[src/rtl/std_rst_seq_if.sv]
// std_rst_seq_if: control and status bundle of the reset release sequencer.
// The master side is the sequencer. It takes the soft-reset request and the
// per-domain acknowledges, and it drives the domain resets and the status.
// The slave side is the system that observes and controls the sequencer.
interface std_rst_seq_if #(
  parameter int NR = 4
);
  localparam int SW = $clog2(NR + 1);

  logic          sreq;
  logic [NR-1:0] ack;
  logic [NR-1:0] nrst_out;
  logic [SW-1:0] stage;
  logic          done;
  logic [NR-1:0] err;

  modport master (
    input  sreq,
    input  ack,
    output nrst_out,
    output stage,
    output done,
    output err
  );

  modport slave (
    output sreq,
    output ack,
    input  nrst_out,
    input  stage,
    input  done,
    input  err
  );
endinterface

[src/rtl/std_rst_seq.sv]
// std_rst_seq: reset release sequencer.
// - Synchronizes the deassertion of nreset.
// - Holds every domain in reset for DLY cycles.
// - Releases domains 0..NR-1 one at a time, with a DLY-cycle gap after each release.
// Optional feature macro: STD_RST_SEQ_ACK_EN.
// - When defined, the release of domain i+1 also waits for ack[i], for at most TMO cycles.
// - On timeout, the sticky flag err[i] is set and the sequence continues anyway.
// - When undefined, ack is ignored and err reads 0.
module std_rst_seq #(
  parameter int NR   = 4,
  parameter int SYNC = 2,
  parameter int DLY  = 16,
  parameter int TMO  = 64
) (
  input  logic          clk,
  input  logic          nreset,
  std_rst_seq_if.master bus
);
  localparam int SW   = $clog2(NR + 1);
  localparam int CMAX = (DLY > TMO) ? DLY : TMO;
  localparam int CW   = $clog2(CMAX + 1);
  // The FSM's exit from SYNC acts as the last synchronizer stage.
  // The chain itself therefore holds SYNC-1 flops.
  localparam int SCW  = SYNC - 1;

  localparam logic [CW-1:0] DLY_LAST  = CW'(DLY - 1);
  localparam logic [SW-1:0] STAGE_ALL = SW'(NR);
`ifdef STD_RST_SEQ_ACK_EN
  localparam logic [CW-1:0] TMO_LAST  = CW'(TMO - 1);
`endif

  typedef enum logic [2:0] {
    ST_SYNC = 3'd0,
    ST_HOLD = 3'd1,
    ST_GAP  = 3'd2,
`ifdef STD_RST_SEQ_ACK_EN
    ST_WAIT = 3'd4,
`endif
    ST_RUN  = 3'd3
  } state_t;

  state_t        state_q, state_d;
  logic [SCW-1:0] sync_q, sync_d;
  logic [CW-1:0] cnt_q, cnt_d;
  logic [NR-1:0] nrst_out_q, nrst_out_d;
  logic [SW-1:0] stage_q, stage_d;
  logic          done_q, done_d;
  logic [NR-1:0] rel_nrst_s;
  logic [SW-1:0] rel_stage_s;
`ifdef STD_RST_SEQ_ACK_EN
  logic [NR-1:0] err_q, err_d;
  logic [NR-1:0] cur_sel_s;
  logic          ack_cur_s;
`endif

  // Domains are released strictly in order, so nrst_out is a thermometer code.
  // Each release shifts one more 1 in from the bottom.
  assign sync_d      = (sync_q << 1) | SCW'(1'b1);
  assign rel_nrst_s  = (nrst_out_q << 1) | NR'(1'b1);
  assign rel_stage_s = stage_q + SW'(1'b1);

`ifdef STD_RST_SEQ_ACK_EN
  // Select the domain whose ack gates the next release.
  // Domain i is the last released one, so stage equals i+1.
  // ack[NR-1] never gates anything.
  always_comb begin
    cur_sel_s = '0;
    for (int i = 0; i < NR - 1; i++) begin
      cur_sel_s[i] = (stage_q == SW'(i + 1));
    end
    ack_cur_s = |(cur_sel_s & bus.ack);
  end
`endif

  // Next-state and output computation for the sequencer FSM.
  always_comb begin
    state_d    = state_q;
    cnt_d      = cnt_q;
    nrst_out_d = nrst_out_q;
    stage_d    = stage_q;
    done_d     = done_q;
`ifdef STD_RST_SEQ_ACK_EN
    err_d      = err_q;
`endif
    if (bus.sreq && (state_q != ST_SYNC)) begin
      // Soft reset: re-assert every domain and restart the hold phase.
      state_d    = ST_HOLD;
      cnt_d      = '0;
      nrst_out_d = '0;
      stage_d    = '0;
      done_d     = 1'b0;
    end else begin
      case (state_q)
        ST_SYNC: begin
          cnt_d = '0;
          if (sync_q[SCW-1]) begin
            state_d = ST_HOLD;
          end else begin
            state_d = ST_SYNC;
          end
        end
        ST_HOLD: begin
          if (cnt_q == DLY_LAST) begin
            state_d    = ST_GAP;
            cnt_d      = '0;
            nrst_out_d = rel_nrst_s;
            stage_d    = rel_stage_s;
          end else begin
            cnt_d = cnt_q + CW'(1'b1);
          end
        end
        ST_GAP: begin
          if (cnt_q == DLY_LAST) begin
            cnt_d = '0;
            if (stage_q == STAGE_ALL) begin
              state_d = ST_RUN;
              done_d  = 1'b1;
`ifdef STD_RST_SEQ_ACK_EN
            end else if (ack_cur_s) begin
              state_d    = ST_GAP;
              nrst_out_d = rel_nrst_s;
              stage_d    = rel_stage_s;
            end else begin
              state_d = ST_WAIT;
            end
`else
            end else begin
              state_d    = ST_GAP;
              nrst_out_d = rel_nrst_s;
              stage_d    = rel_stage_s;
            end
`endif
          end else begin
            cnt_d = cnt_q + CW'(1'b1);
          end
        end
`ifdef STD_RST_SEQ_ACK_EN
        ST_WAIT: begin
          if (ack_cur_s) begin
            state_d    = ST_GAP;
            cnt_d      = '0;
            nrst_out_d = rel_nrst_s;
            stage_d    = rel_stage_s;
          end else if (cnt_q == TMO_LAST) begin
            // A silent domain must not stall the rest of the system.
            // Flag the timeout and release the next domain anyway.
            state_d    = ST_GAP;
            cnt_d      = '0;
            err_d      = err_q | cur_sel_s;
            nrst_out_d = rel_nrst_s;
            stage_d    = rel_stage_s;
          end else begin
            cnt_d = cnt_q + CW'(1'b1);
          end
        end
`endif
        ST_RUN: begin
          cnt_d  = '0;
          done_d = 1'b1;
        end
        default: begin
          state_d    = ST_SYNC;
          cnt_d      = '0;
          nrst_out_d = '0;
          stage_d    = '0;
          done_d     = 1'b0;
        end
      endcase
    end
  end

  // Synchronizer chain for the deassertion edge of nreset.
  always_ff @(posedge clk or negedge nreset) begin
    if (!nreset) begin
      sync_q <= '0;
    end else begin
      sync_q <= sync_d;
    end
  end

  // State, counter and registered outputs. All are cleared asynchronously by nreset.
  always_ff @(posedge clk or negedge nreset) begin
    if (!nreset) begin
      state_q    <= ST_SYNC;
      cnt_q      <= '0;
      nrst_out_q <= '0;
      stage_q    <= '0;
      done_q     <= 1'b0;
    end else begin
      state_q    <= state_d;
      cnt_q      <= cnt_d;
      nrst_out_q <= nrst_out_d;
      stage_q    <= stage_d;
      done_q     <= done_d;
    end
  end

`ifdef STD_RST_SEQ_ACK_EN
  // Sticky timeout flags. Only nreset clears them.
  always_ff @(posedge clk or negedge nreset) begin
    if (!nreset) begin
      err_q <= '0;
    end else begin
      err_q <= err_d;
    end
  end
  assign bus.err = err_q;
`else
  assign bus.err = '0;
`endif

  assign bus.nrst_out = nrst_out_q;
  assign bus.stage    = stage_q;
  assign bus.done     = done_q;
endmodule

[src/flat_wrapper.sv]
// flat-port wrapper written by rule: the top's interface ports become plain ports
module std_rst_seq_flat 
#(
  parameter int NR   = 4,
  parameter int SYNC = 2,
  parameter int DLY  = 16,
  parameter int TMO  = 64
)
  (clk, nreset, bus_sreq, bus_ack, bus_nrst_out, bus_stage, bus_done, bus_err);
  std_rst_seq_if #(.NR(NR)) bus_i ();
  input  logic clk;
  input  logic nreset;
  input wire logic [$bits(bus_i.sreq)-1:0] bus_sreq;
  input wire logic [$bits(bus_i.ack)-1:0] bus_ack;
  output wire logic [$bits(bus_i.nrst_out)-1:0] bus_nrst_out;
  output wire logic [$bits(bus_i.stage)-1:0] bus_stage;
  output wire logic [$bits(bus_i.done)-1:0] bus_done;
  output wire logic [$bits(bus_i.err)-1:0] bus_err;
  assign bus_i.sreq = bus_sreq;
  assign bus_i.ack = bus_ack;
  assign bus_nrst_out = bus_i.nrst_out;
  assign bus_stage = bus_i.stage;
  assign bus_done = bus_i.done;
  assign bus_err = bus_i.err;
  std_rst_seq #(.NR(NR), .SYNC(SYNC), .DLY(DLY), .TMO(TMO)) u_core (.clk(clk), .nreset(nreset), .bus(bus_i));
endmodule
[config.mk]
export PLATFORM = sky130hd
export DESIGN_NAME = std_rst_seq_flat
export DESIGN_NICKNAME = d
export VERILOG_FILES = /design/src/rtl/std_rst_seq_if.sv /design/src/rtl/std_rst_seq.sv /design/src/flat_wrapper.sv
export SDC_FILE = /design/constraint.sdc
export NUM_CORES = 1
export LEC_CHECK = 0
export ABC_AREA = 1
export CORE_MARGIN = 4
export CORE_UTILIZATION = 45
export DETAILED_ROUTE_END_ITERATION = 10
export PLACE_DENSITY = 0.78
export SYNTH_ARGS = -nofsm -noshare
export SYNTH_HDL_FRONTEND = slang
export SYNTH_SLANG_ARGS = --single-unit
[constraint.sdc]
create_clock -name clk -period 2.36 [get_ports clk]
set_input_delay 0.354 -clock clk [delete_from_list [all_inputs] [get_ports clk]]
set_output_delay 0.354 -clock clk [all_outputs]
set_load 0.02 [all_outputs]
==> flow_metrics.tcl <==
set metrics [dict create \
    drt-initial-drc-count 19 \
    viasPerCell 4.91 \
    netlist_instances 130 \
    antenna_found_initial 0 \
    stdcell_area_um2 1190 \
    yosys_register_bits 18 \
    mappedNetlistArea_um2 1030 \
    drive_above_1_share 0.118 \
    post_cts.repair.setup_buffers 0 \
    die_w_um 56.0 \
    grt_setup_unrepaired "no" \
    buf_inv_on_cp 1 \
    cts_tree "done" \
    post_synth_main_area_contributors "sky130_fd_sc_hd__dfrtp_1 (44%), sky130_fd_sc_hd__nand2_1 (15%), sky130_fd_sc_hd__ha_1 (8.5%), sky130_fd_sc_hd__nand3_1 (6.3%), sky130_fd_sc_hd__nor2_1 (6.2%)" \
    r2r_start "u_core.cnt_q[0]$_DFF_PN0_" \
    detailed_place.area_um2 1150 \
    max-slew-margin-rel 0.664 \
    number_of_buffers_added_by_the_clock_tree_synthesis_step 3 \
    max_freq_mhz 579 \
    remaining_drc_errors 0 \
    diodes 0 \
    timing.setup.tns_ns 0 \
    worst_setup_path_end_kind "primary output" \
    setup.reg_to_reg.worst_slack_ns 0.67 \
    gr-total-overflow 0 \
    pwr_density_cell_nw_per_um2 1120 \
    critical_path_required_ns 2.01 \
    max-cap-violations 0 \
    worst_ep_arrival_time_ns 1.37 \
    final.min_clock_period_ns 1.73 \
    chipHeight_um 56.0 \
    hpwlAfterDp_um 1450 \
    layout.area.seq_um2 450 \
    fp.coreArea_um2 2190 \
    antenna_left 0 \
    detailroute.via_count 844 \
    path_cells "clkdlybuf4s50_1" \
    fin_worst_skew_ns 0.00395 \
    grt_pass1_wl_um 3550 \
    synth_area_leader_cell "sky130_fd_sc_hd__dfrtp_1" \
    post_cts_hold_buffer_count 0 \
    maximum_number_of_pins_on_one_net_before_global_route_repair 19 \
    static-leakage-power_nw 0.601 \
    worstPathMaxFanout 5 \
    yosys.cell_types.count 22 \
    rows 17 \
    report.final.hold_viol_count 0 \
    ctsResizeCount 0 \
    flow.area_growth_from_synthesis_pct 15.1 \
    place.port_buffers 10 \
    floorplan.die_area_um2 3130 \
    fillCellCount 215 \
    cpLargestDelayFamily "buffers and inverters" \
    final-instance-count-excl-fill 172 \
    vdd_ir_drop_max_uv 821 \
    run_status "finished clean" \
    timing.hold.worst.class "input port to asynchronous set/reset pin" \
    ctsRootBufferMaster "sky130_fd_sc_hd__clkbuf_4" \
    layout_worst_path_cycle_share 0.732 \
    drv_slew 0 \
    number_of_global_route_vias_before_repair 825 \
    finish.net_count 159 \
    ys_warn_count 0 \
    worst_setup_path_start_kind "register" \
    detail_route.wl_per_cell_um 11.0 \
    clock_tree.buffer_depth 2 \
    timing.reg2reg.worst_path_depth 6 \
    groute.usage.overall 0.139 \
    average_instance_area_after_synthesis_um2 7.96 \
    timing_worst_setup_path_type "register to primary output" \
    multiInputGateArea_um2 517 \
    clock_tree.htree_level_count 1 \
    finalWeightedCongestion 0.777 \
    firstDrtPassIters 4 \
    dp.cells 168 \
    r2r_end "u_core.bus.stage[1]$_DFFE_PN0P_" \
    cp_slowest_cell "sky130_fd_sc_hd__clkdlybuf4s50_1" \
    setup-violations-final 0 \
    synth-seq-area-share 0.435 \
    max_stage_delay_ns 0.64 \
    cts.clk_slew.worst_paths_ns 0.10 \
    number_of_clock_sinks 18 \
    initial_core_util 0.472 \
    routed_wl_um 1890 \
    tightestPinTransition_ns 0.505 \
    post-synth-top-area-fraction 0.435 \
    pin_count 19 \
    worst_skew_pair.late_latency_ns 0.30 \
]
==> Yosys cell counts <==
cell / number
sky130_fd_sc_hd__xnor2_1: 1
sky130_fd_sc_hd__o21ai_0: 2
sky130_fd_sc_hd__conb_1: 2
sky130_fd_sc_hd__inv_1: 8
sky130_fd_sc_hd__o21ai_2: 2
sky130_fd_sc_hd__o21bai_1: 1
sky130_fd_sc_hd__nand4_1: 1
sky130_fd_sc_hd__nor3_1: 1
sky130_fd_sc_hd__dfrtp_1: 18
sky130_fd_sc_hd__a21oi_1: 3
sky130_fd_sc_hd__inv_2: 2
sky130_fd_sc_hd__nand2_2: 2
sky130_fd_sc_hd__nand3_4: 1
sky130_fd_sc_hd__buf_6: 1
sky130_fd_sc_hd__buf_4: 4
sky130_fd_sc_hd__nor3_2: 1
sky130_fd_sc_hd__ha_1: 7
sky130_fd_sc_hd__a31o_2: 1
sky130_fd_sc_hd__nand2_1: 40
sky130_fd_sc_hd__nand3_1: 13
sky130_fd_sc_hd__nor2_1: 17
sky130_fd_sc_hd__nor2_2: 2
==> layer usage <==
metal / track usage / part of all wire
met5: 0 / 0
met4: 0.0271 / 0.0069
met3: 0.0510 / 0.051
met2: 0.240 / 0.50
met1: 0.168 / 0.44
==> layout make-up <==
class,instances,share of cell area
sequential,18,0.378
inverter,10,0.0315
tap,28,0.0294
timing repair buffer,12,0.0966
clock buffer,4,0.0305
multi-input combinational,100,0.434
==> sequential cells by signal (all words and copies together), names as in the netlist <==
register,flops
u_core.bus.stage,3
u_core.bus.nrst_out,4
u_core.cnt_q,7
u_core.sync_q,1
u_core.bus.done,1
u_core.state_q,2
==> worst max-delay path by stage <==
stage / start / endpoint / depth (start not counted)
2_1_floorplan: u_core.state_q[0]$_DFFE_PN0P_ / u_core.state_q[0]$_DFFE_PN0P_ / 9
3_3_place_gp: bus_sreq / u_core.bus.stage[2]$_DFFE_PN0P_ / 8
3_5_place_dp: bus_sreq / u_core.bus.stage[1]$_DFFE_PN0P_ / 8
4_1_cts: u_core.bus.stage[2]$_DFFE_PN0P_ / bus_stage[2] / 1
5_1_grt: u_core.cnt_q[0]$_DFF_PN0_ / u_core.bus.stage[1]$_DFFE_PN0P_ / 6
6_report: u_core.bus.stage[2]$_DFFE_PN0P_ / bus_stage[2] / 1
==> power breakdown <==
group / switching [mW] / internal [mW] / total, mW
clock network: 0.0955 / 0.0941 / 0.190
logic: 0.455 / 0.251 / 0.706
registers: 0.0629 / 0.380 / 0.443
total: 0.613 / 0.726 / 1.34
==> kinds of logic after synthesis <==
kind of cell / after synthesis / synth area share
compound gates: 9 / 0.0568
xor+xnor: 1 / 0.00847
fa+ha+maj: 7 / 0.0846
buf+inv: 15 / 0.0762
flops: 18 / 0.435
other cells: 2 / 0.00726
simple gates: 78 / 0.331
==> layout by cell type, fill, tap and decap left out, drive strengths merged, types with 3 or more instances in the layout <==
cell type | Yosys | layout
clkdlybuf4s50 | 0 | 10
nand3 | 14 | 14
ha | 7 | 7
conb | 2 | 5
o21ai | 4 | 4
a21oi | 3 | 3
inv | 10 | 10
nor2 | 19 | 19
clkbuf | 0 | 4
dfrtp | 18 | 18
nand2 | 42 | 42
==> per-stage QoR <==
step	total power, mW	worst slack (ns)	utilization	hold WS (ns)
global placement	1.14	0.656	0.527	0.455
finish	1.34	0.633	0.544	0.374
global route	1.48	0.514	0.544	0.372
detailed placement	1.16	0.599	0.527	0.459
CTS	1.36	0.608	0.544	0.371
floorplan	0.977	0.918	-	0.0584
Note: power is estimated with default switching activity, not from simulation.
